## config.mk

```make
export PLATFORM = sky130hd
export DESIGN_NAME = fp_sqrt_ctrl_flat
export DESIGN_NICKNAME = d
export VERILOG_FILES = /design/src/rtl/fp_sqrt_ctrl_if.sv /design/src/rtl/fp_sqrt_ctrl.sv /design/src/flat_wrapper.sv
export SDC_FILE = /design/constraint.sdc
export NUM_CORES = 1
export LEC_CHECK = 0
export ABC_AREA = 1
export CORE_ASPECT_RATIO = 0.7
export CORE_MARGIN = 5
export CORE_UTILIZATION = 40
export CTS_CLUSTER_SIZE = 16
export DETAILED_ROUTE_END_ITERATION = 8
export PLACE_DENSITY = 0.72
export SLEW_MARGIN = 25
export SYNTH_ARGS = -nofsm -noshare
export SYNTH_HDL_FRONTEND = slang
export SYNTH_SLANG_ARGS = --single-unit
export TNS_END_PERCENT = 20
```

## constraint.sdc

```tcl
create_clock -name clk -period 2.1 [get_ports clk]
set_input_delay 0.315 -clock clk [delete_from_list [all_inputs] [get_ports clk]]
set_output_delay 0.315 -clock clk [all_outputs]
set_load 0.01 [all_outputs]
```

## src/rtl/fp_sqrt_ctrl_if.sv

```systemverilog
// rtl/fp_sqrt_ctrl_if.sv - operand/result handshake and core-side signals of fp_sqrt_ctrl
interface fp_sqrt_ctrl_if;
    logic        opValid_i;
    logic        opReady_o;
    logic        opInv_i;
    logic [15:0] op_i;
    logic [15:0] res_o;
    logic        resValid_o;
    logic [8:0]  sqrtS_o;
    logic        doSqrt_o;
    logic        doInvSqrt_o;
    logic [8:0]  sqrtRes_i;
    logic        sqrtValid_i;

    modport master (
        output opValid_i, opInv_i, op_i, sqrtRes_i, sqrtValid_i,
        input  opReady_o, res_o, resValid_o, sqrtS_o, doSqrt_o, doInvSqrt_o
    );

    modport slave (
        input  opValid_i, opInv_i, op_i, sqrtRes_i, sqrtValid_i,
        output opReady_o, res_o, resValid_o, sqrtS_o, doSqrt_o, doInvSqrt_o
    );
endinterface

```

## src/rtl/fp_sqrt_ctrl.sv

```systemverilog
// rtl/fp_sqrt_ctrl.sv - bfloat16 sqrt / inverse-sqrt wrapper around a Q1.8 fractional core
// Optional rounding: define FP_SQRT_ROUND_EN for round-to-nearest (ties up), else truncate.
module fp_sqrt_ctrl (
    input  logic          clk,
    input  logic          rst,
    fp_sqrt_ctrl_if.slave bus
);
    typedef enum logic [1:0] {IDLE, ISSUE, WAIT, PACK} state_t;

    state_t      state, state_nxt;
    logic [15:0] op_q;
    logic        inv_q;
    logic        spec_q;
    logic [15:0] spec_res_q;
    logic [7:0]  half_q;
    logic [8:0]  core_q;

    logic        sgn;
    logic [7:0]  ex;
    logic [6:0]  fr;
    logic        special;
    logic [15:0] spec_val;
    logic [8:0]  e_unb;
    logic [7:0]  half;
    logic [8:0]  sqrt_s_val;
    logic        do_sqrt_d, do_inv_d;
    logic [7:0]  er;
    logic [7:0]  exp_sum;
    logic [6:0]  frac_t;
    logic [7:0]  exp_r;
    logic [6:0]  frac_r;
    logic [15:0] pack_res;

    assign sgn = op_q[15];
    assign ex  = op_q[14:7];
    assign fr  = op_q[6:0];

    // Denormals (exp=0) are treated as signed zero, so a negative denormal yields -0, not NaN.
    always_comb begin
        special  = (ex == 8'h00) || (ex == 8'hFF) || sgn;
        spec_val = 16'h7FC0;
        if (ex == 8'hFF && fr != 7'd0) begin
            spec_val = 16'h7FC0;
        end else if (ex == 8'h00) begin
            spec_val = inv_q ? {sgn, 8'hFF, 7'd0} : {sgn, 15'd0};
        end else if (sgn) begin
            spec_val = 16'h7FC0;
        end else begin
            spec_val = inv_q ? 16'h0000 : 16'h7F80;
        end
    end

    // half = Ea/2, where Ea rounds an odd unbiased exponent up to the next even value.
    assign e_unb      = {1'b0, ex} - 9'd127;
    assign half       = e_unb[8:1] + {7'd0, e_unb[0]};
    assign sqrt_s_val = e_unb[0] ? {2'b01, fr} : {1'b1, fr, 1'b0};

    always_ff @(posedge clk or posedge rst) begin
        if (rst) state <= IDLE;
        else     state <= state_nxt;
    end

    always_comb begin
        state_nxt = state;
        case (state)
            IDLE:    if (bus.opValid_i)   state_nxt = ISSUE;
            ISSUE:   state_nxt = special ? PACK : WAIT;
            WAIT:    if (bus.sqrtValid_i) state_nxt = PACK;
            default: state_nxt = IDLE;
        endcase
    end

    always_comb begin
        do_sqrt_d = (state == ISSUE) && !special && !inv_q;
        do_inv_d  = (state == ISSUE) && !special &&  inv_q;
        er        = inv_q ? (8'd0 - half_q) : half_q;
        exp_sum   = (core_q[8] ? 8'd127 : 8'd126) + er;
        frac_t    = core_q[8] ? core_q[7:1] : core_q[6:0];
`ifdef FP_SQRT_ROUND_EN
        {exp_r, frac_r} = {exp_sum, frac_t} + {14'd0, core_q[8] & core_q[0]};
`else
        exp_r     = exp_sum;
        frac_r    = frac_t;
`endif
        pack_res  = spec_q ? spec_res_q : {1'b0, exp_r, frac_r};
    end

    assign bus.opReady_o = (state == IDLE) && !rst;

    always_ff @(posedge clk or posedge rst) begin
        if (rst) begin
            op_q            <= 16'd0;
            inv_q           <= 1'b0;
            spec_q          <= 1'b0;
            spec_res_q      <= 16'd0;
            half_q          <= 8'd0;
            core_q          <= 9'd0;
            bus.res_o       <= 16'd0;
            bus.resValid_o  <= 1'b0;
            bus.sqrtS_o     <= 9'd0;
            bus.doSqrt_o    <= 1'b0;
            bus.doInvSqrt_o <= 1'b0;
        end else begin
            bus.resValid_o  <= (state == PACK);
            bus.doSqrt_o    <= do_sqrt_d;
            bus.doInvSqrt_o <= do_inv_d;
            if (state == IDLE && bus.opValid_i) begin
                op_q  <= bus.op_i;
                inv_q <= bus.opInv_i;
            end
            if (state == ISSUE) begin
                spec_q     <= special;
                spec_res_q <= spec_val;
                half_q     <= half;
                if (!special) bus.sqrtS_o <= sqrt_s_val;
            end
            if (state == WAIT && bus.sqrtValid_i) core_q <= bus.sqrtRes_i;
            if (state == PACK) bus.res_o <= pack_res;
        end
    end
endmodule

```

## src/flat_wrapper.sv

```systemverilog
// flat-port wrapper written by rule: the top's interface ports become plain ports
module fp_sqrt_ctrl_flat 
  (clk, rst, bus_opValid_i, bus_opInv_i, bus_op_i, bus_sqrtRes_i, bus_sqrtValid_i, bus_opReady_o, bus_res_o, bus_resValid_o, bus_sqrtS_o, bus_doSqrt_o, bus_doInvSqrt_o);
  fp_sqrt_ctrl_if bus_i ();
  input  logic clk;
  input  logic rst;
  input wire logic [$bits(bus_i.opValid_i)-1:0] bus_opValid_i;
  input wire logic [$bits(bus_i.opInv_i)-1:0] bus_opInv_i;
  input wire logic [$bits(bus_i.op_i)-1:0] bus_op_i;
  input wire logic [$bits(bus_i.sqrtRes_i)-1:0] bus_sqrtRes_i;
  input wire logic [$bits(bus_i.sqrtValid_i)-1:0] bus_sqrtValid_i;
  output wire logic [$bits(bus_i.opReady_o)-1:0] bus_opReady_o;
  output wire logic [$bits(bus_i.res_o)-1:0] bus_res_o;
  output wire logic [$bits(bus_i.resValid_o)-1:0] bus_resValid_o;
  output wire logic [$bits(bus_i.sqrtS_o)-1:0] bus_sqrtS_o;
  output wire logic [$bits(bus_i.doSqrt_o)-1:0] bus_doSqrt_o;
  output wire logic [$bits(bus_i.doInvSqrt_o)-1:0] bus_doInvSqrt_o;
  assign bus_i.opValid_i = bus_opValid_i;
  assign bus_i.opInv_i = bus_opInv_i;
  assign bus_i.op_i = bus_op_i;
  assign bus_i.sqrtRes_i = bus_sqrtRes_i;
  assign bus_i.sqrtValid_i = bus_sqrtValid_i;
  assign bus_opReady_o = bus_i.opReady_o;
  assign bus_res_o = bus_i.res_o;
  assign bus_resValid_o = bus_i.resValid_o;
  assign bus_sqrtS_o = bus_i.sqrtS_o;
  assign bus_doSqrt_o = bus_i.doSqrt_o;
  assign bus_doInvSqrt_o = bus_i.doInvSqrt_o;
  fp_sqrt_ctrl u_core (.clk(clk), .rst(rst), .bus(bus_i));
endmodule
```

==> flow_metrics.py, run 1 <==
metrics = {
    "synth": {
        "synth-simple-area-share_pct": 25.82,
        "syn_nets": 458,
        "yosysTopAreaCell": "dfrtp_1",
        "synth.area.top_cells": "dfrtp_1 (49%), nand2_1 (12%), nor2_1 (4.9%), ha_1 (4.3%), inv_1 (4.3%)",
        "synth_compound_area_share_pct": 9.114,
        "synth_area_sq_um": 3460,
        "synthXorXnorAreaFrac_pct": 2.278,
        "syn_area_per_cell_sq_um": 8.316,
        "yosysWarnings": 0,
        "ys_top_cells_by_count": "nand2_1 (109), dfrtp_1 (68), nor2_1 (45)",
        "synth.distinct_cells": 34,
        "yosysSeqAreaShare_pct": 49.19,
        "synthAdderAreaFrac_pct": 4.340,
        "synth_edf_count": 0,
        "yosysMostFrequentCell": "nand2_1",
        "synthCells": 416,
        "synth_ff_type": "dfrtp_1",
        "ys_ff_latch": 68,
        "synth_top_area_share_pct": 49.19,
        "synth.area.mux_share_pct": 2.604,
        "async_flop_share_pct": 100.0,
        "synth_top_family_by_area": "simple AND/OR/NAND/NOR gates",
    },
    "critical_path": {
        "r2r_start": "u_core.half_q[0]$_DFFE_PP0N_",
        "crit_chain": "inv_1, ha_1, nand2_1, o21ai_0, nor2_1, nand2_2, nor2_1, nand2_1, nor2_1, nand3_1, nand3_1, nand2_1",
        "max_stage_delay_ns": 0.39,
        "r2r_end": "u_core.bus.res_o[14]$_DFFE_PP0P_",
        "setup.worst_path.class": "reg -> reg",
        "r2r_cells": 12,
        "worst-endpoint-arrival_ns": 2.07,
        "crit_slowest_cell": "dfrtp_1",
        "cp.required_ns": 2.32,
        "path_max_fanout": 5,
        "cp-start-kind": "flip-flop",
        "cp-end-kind": "flip-flop",
        "rrSetupSlack_ns": 0.25,
    },
    "global_route": {
        "grt.total_usage_pct": 15.55,
        "grt_start_max_net_pins": 69,
        "grt_pass1_wl_um": 13340,
        "grt_overflow": 0,
        "antenna_found_initial": 0,
        "grt_pass1_vias": 2932,
    },
    "power_and_ir_drop": {
        "combinationalPowerShare_pct": 46.0,
        "clockPowerShare_pct": 20.8,
        "ir_drop_uv": 527.3,
        "p_seq_share_pct": 33.2,
        "p_sw_share_pct": 40.47,
        "leakagePower_uw": 0.002204,
        "power-per-cell-area_nw_per_um2": 1605,
        "p_int_uw": 4326,
        "power_switching_uw": 2941,
    },
    "drt": {
        "first_iter_violations": 144,
        "drc": 0,
        "firstDrtPassIters": 4,
        "vias": 2897,
        "routedWlPerCell_um": 12.55,
        "viasPerCell": 4.749,
        "routed_wl_um": 7655,
        "ant_nets": 0,
    },
    "floorplanning": {
        "row_count": 28,
        "die_h_um": 87.81,
        "die_w_um": 121.2,
        "io_pins": 59,
        "core_sq_um": 8443,
        "initial_core_util_pct": 40.98,
        "die-area_sq_um": 10640,
    },
    "status": {
        "outcome": "finished, final reports clean",
    },
    "placed_design": {
        "gp_congestion": 0.8807,
        "post_dp_cell_area_sq_um": 4224,
        "pre_cts_ws_ns": 0.2932,
        "dp_hpwl_um": 5673,
        "io_buffers": 58,
    },
    "cells_and_area": {
        "diodes": 0,
        "final_nets": 527,
        "stdcell_area_sq_um": 4529,
        "drive_above_1_share_pct": 11.02,
        "areaGrowthSynthToFinish_pct": 30.92,
        "n_fill_cell": 744,
    },
    "run": {
        "max_cap_violations": 0,
    },
    "clock_tree": {
        "htree_levels": 3,
        "worstSkewPairLatency_ns": 0.33,
        "clockRootBuffer": "clkbuf_16",
        "cts_tree": "built",
        "post_cts.repair.setup_buffers": 0,
        "cts.reportedPaths.clkPinSlew_ns": 0.06,
        "postCtsHoldBufs": 0,
        "cts_sinks": 68,
        "clk_path_buf_depth": 2,
        "cts_buffers": 9,
    },
    "timing": {
        "finalHoldViolations": 0,
        "whs_ns": 0.4059,
        "rsz0062_at_grt": "no",
        "post-route-period-util_pct": 88.27,
        "max_freq_mhz": 539.5,
        "relSlewSlack_pct": 57.92,
        "drv_slew": 0,
        "fin_setup_tns_ns": 0,
        "setup_viol": 0,
        "period_needed_ns": 1.854,
        "fin_ws_ns": 0.2464,
        "worst_pin_slew_ns": 0.6297,
        "fin_skew_ns": 0.005549,
    },
    "worst_hold_path": {
        "min_path_type": "in -> async",
    },
}
-- state kept, by name (all words and copies together), names as in the netlist --
signal / count
u_core.bus.res_o: 16
u_core.op_q: 16
u_core.bus.sqrtS_o: 9
u_core.core_q: 9
u_core.half_q: 8
u_core.spec_res_q: 3
u_core.state: 2
u_core.bus.doInvSqrt_o: 1
u_core.bus.doSqrt_o: 1
u_core.bus.resValid_o: 1
u_core.inv_q: 1
u_core.spec_q: 1
-- what timing repair did --
| action | CTS | global route |
|---|---|---|
| resized for setup | 0 | 1 |
| setup endpoints to repair | 0 | 1 |
| endpoints found under the hold margin | 0 | 0 |
-- through the flow --
| stage | instances | power, uW | utilization, % |
|---|---|---|---|
| 2_1_floorplan | 416 | 4587 | - |
| 3_3_place_gp | 594 | 5642 | 50.03 |
| 6_report | 610 | 7268 | 53.65 |
| 4_1_cts | 610 | 7331 | 53.62 |
| 5_1_grt | 610 | 7916 | 53.65 |
| 3_5_place_dp | 594 | 5757 | 50.03 |
-- how the worst max path moves through the flow --
stage	endpoint	from	cells after the start	slack, ns
global placement	u_core.op_q[7]$_DFFE_PP0P_	bus_opValid_i	5	0.32
CTS	bus_opReady_o	u_core.state[1]$_DFFE_PP0P_	5	0.03
finish	u_core.bus.res_o[14]$_DFFE_PP0P_	u_core.half_q[0]$_DFFE_PP0N_	12	0.25
floorplan	u_core.bus.doInvSqrt_o$_DFF_PP0_	rst	1	0.07
global route	u_core.bus.res_o[14]$_DFFE_PP0P_	u_core.half_q[0]$_DFFE_PP0N_	12	0.01
detailed placement	u_core.bus.res_o[14]$_DFFE_PP0P_	u_core.half_q[0]$_DFFE_PP0N_	12	0.29
-- cells in the final DEF (no fill, tap or decap), types with 3 or more instances in the layout --
master	synthesis	final
o21ai_0	22	22
xor2_1	7	7
buf_4	0	9
nor2_1	45	45
dfrtp_1	68	68
clkdlybuf4s50_1	0	57
nand3_1	28	28
nor2_4	3	3
o211ai_1	3	3
ha_1	12	12
nand2_2	6	6
nand3b_1	3	3
nand2_1	109	109
inv_2	5	6
clkbuf_16	0	9
nand4_1	3	3
inv_1	40	39
a21oi_1	24	24
mux2_2	8	8
-- power by group through the flow --
stage                     clock (uW)  combinational [uW]  sequential (uW)
final                           1510                3340             2420
after global routing            1600                3810             2500
after CTS                       1540                3380             2410
after detailed placement           0                3320             2430
after global placement             0                3240             2400
after floorplan                    0                2180             2410
-- logic make-up (layout without fill, tap and decap cells) --
kind of cell,count (synthesis),count (layout)
buffers and inverters,57,131
flip-flops,68,68
multiplexers,8,8
AND/OR/NAND/NOR,204,204
XOR/XNOR,9,9
adder cells (fa/ha/maj),12,12
AO/OA/AOI/OAI,58,58
-- worst max-delay path, delay by kind of cell (launching register included) --
family,cells,cell delay (ns)
buf+inv,1,0.15
simple gates,9,0.85
compound gates,1,0.10
flops,1,0.39
fa+ha+maj,1,0.25
-- per-layer routing --
metal  vias up  track usage, %  routed length (um)
met5         -               0                   0
met4         0           4.273                  61
met3         5           4.390                 335
met2        67           25.00                3498
met1      1345           20.89                3760
li1       1480               -                   -
-- area by class of cell --
class / count / area, sq um / share of cell area [%]
sequential: 68 / 1702 / 37.57
multi-input combinational: 291 / 1528 / 33.73
timing repair buffer: 68 / 670.6 / 14.81
clock buffer: 10 / 239.0 / 5.276
inverter: 47 / 176.4 / 3.895
tap: 120 / 150.1 / 3.315
clock inverter: 6 / 63.81 / 1.409
No activity file was read; power rests on OpenSTA's default activity.
==> run 2, diff against run 1 <==
CAP_MARGIN = 10   (was unset)
==> results of run 2 <==
Same layout as run 1: the final DEF is identical, and so are final timing and power.
==> run 3, diff against run 2 <==
ABC_CLOCK_PERIOD_IN_PS = 2100   (was unset)
==> results of run 3 <==
Same layout as run 1: the final DEF is identical, and so are final timing and power.
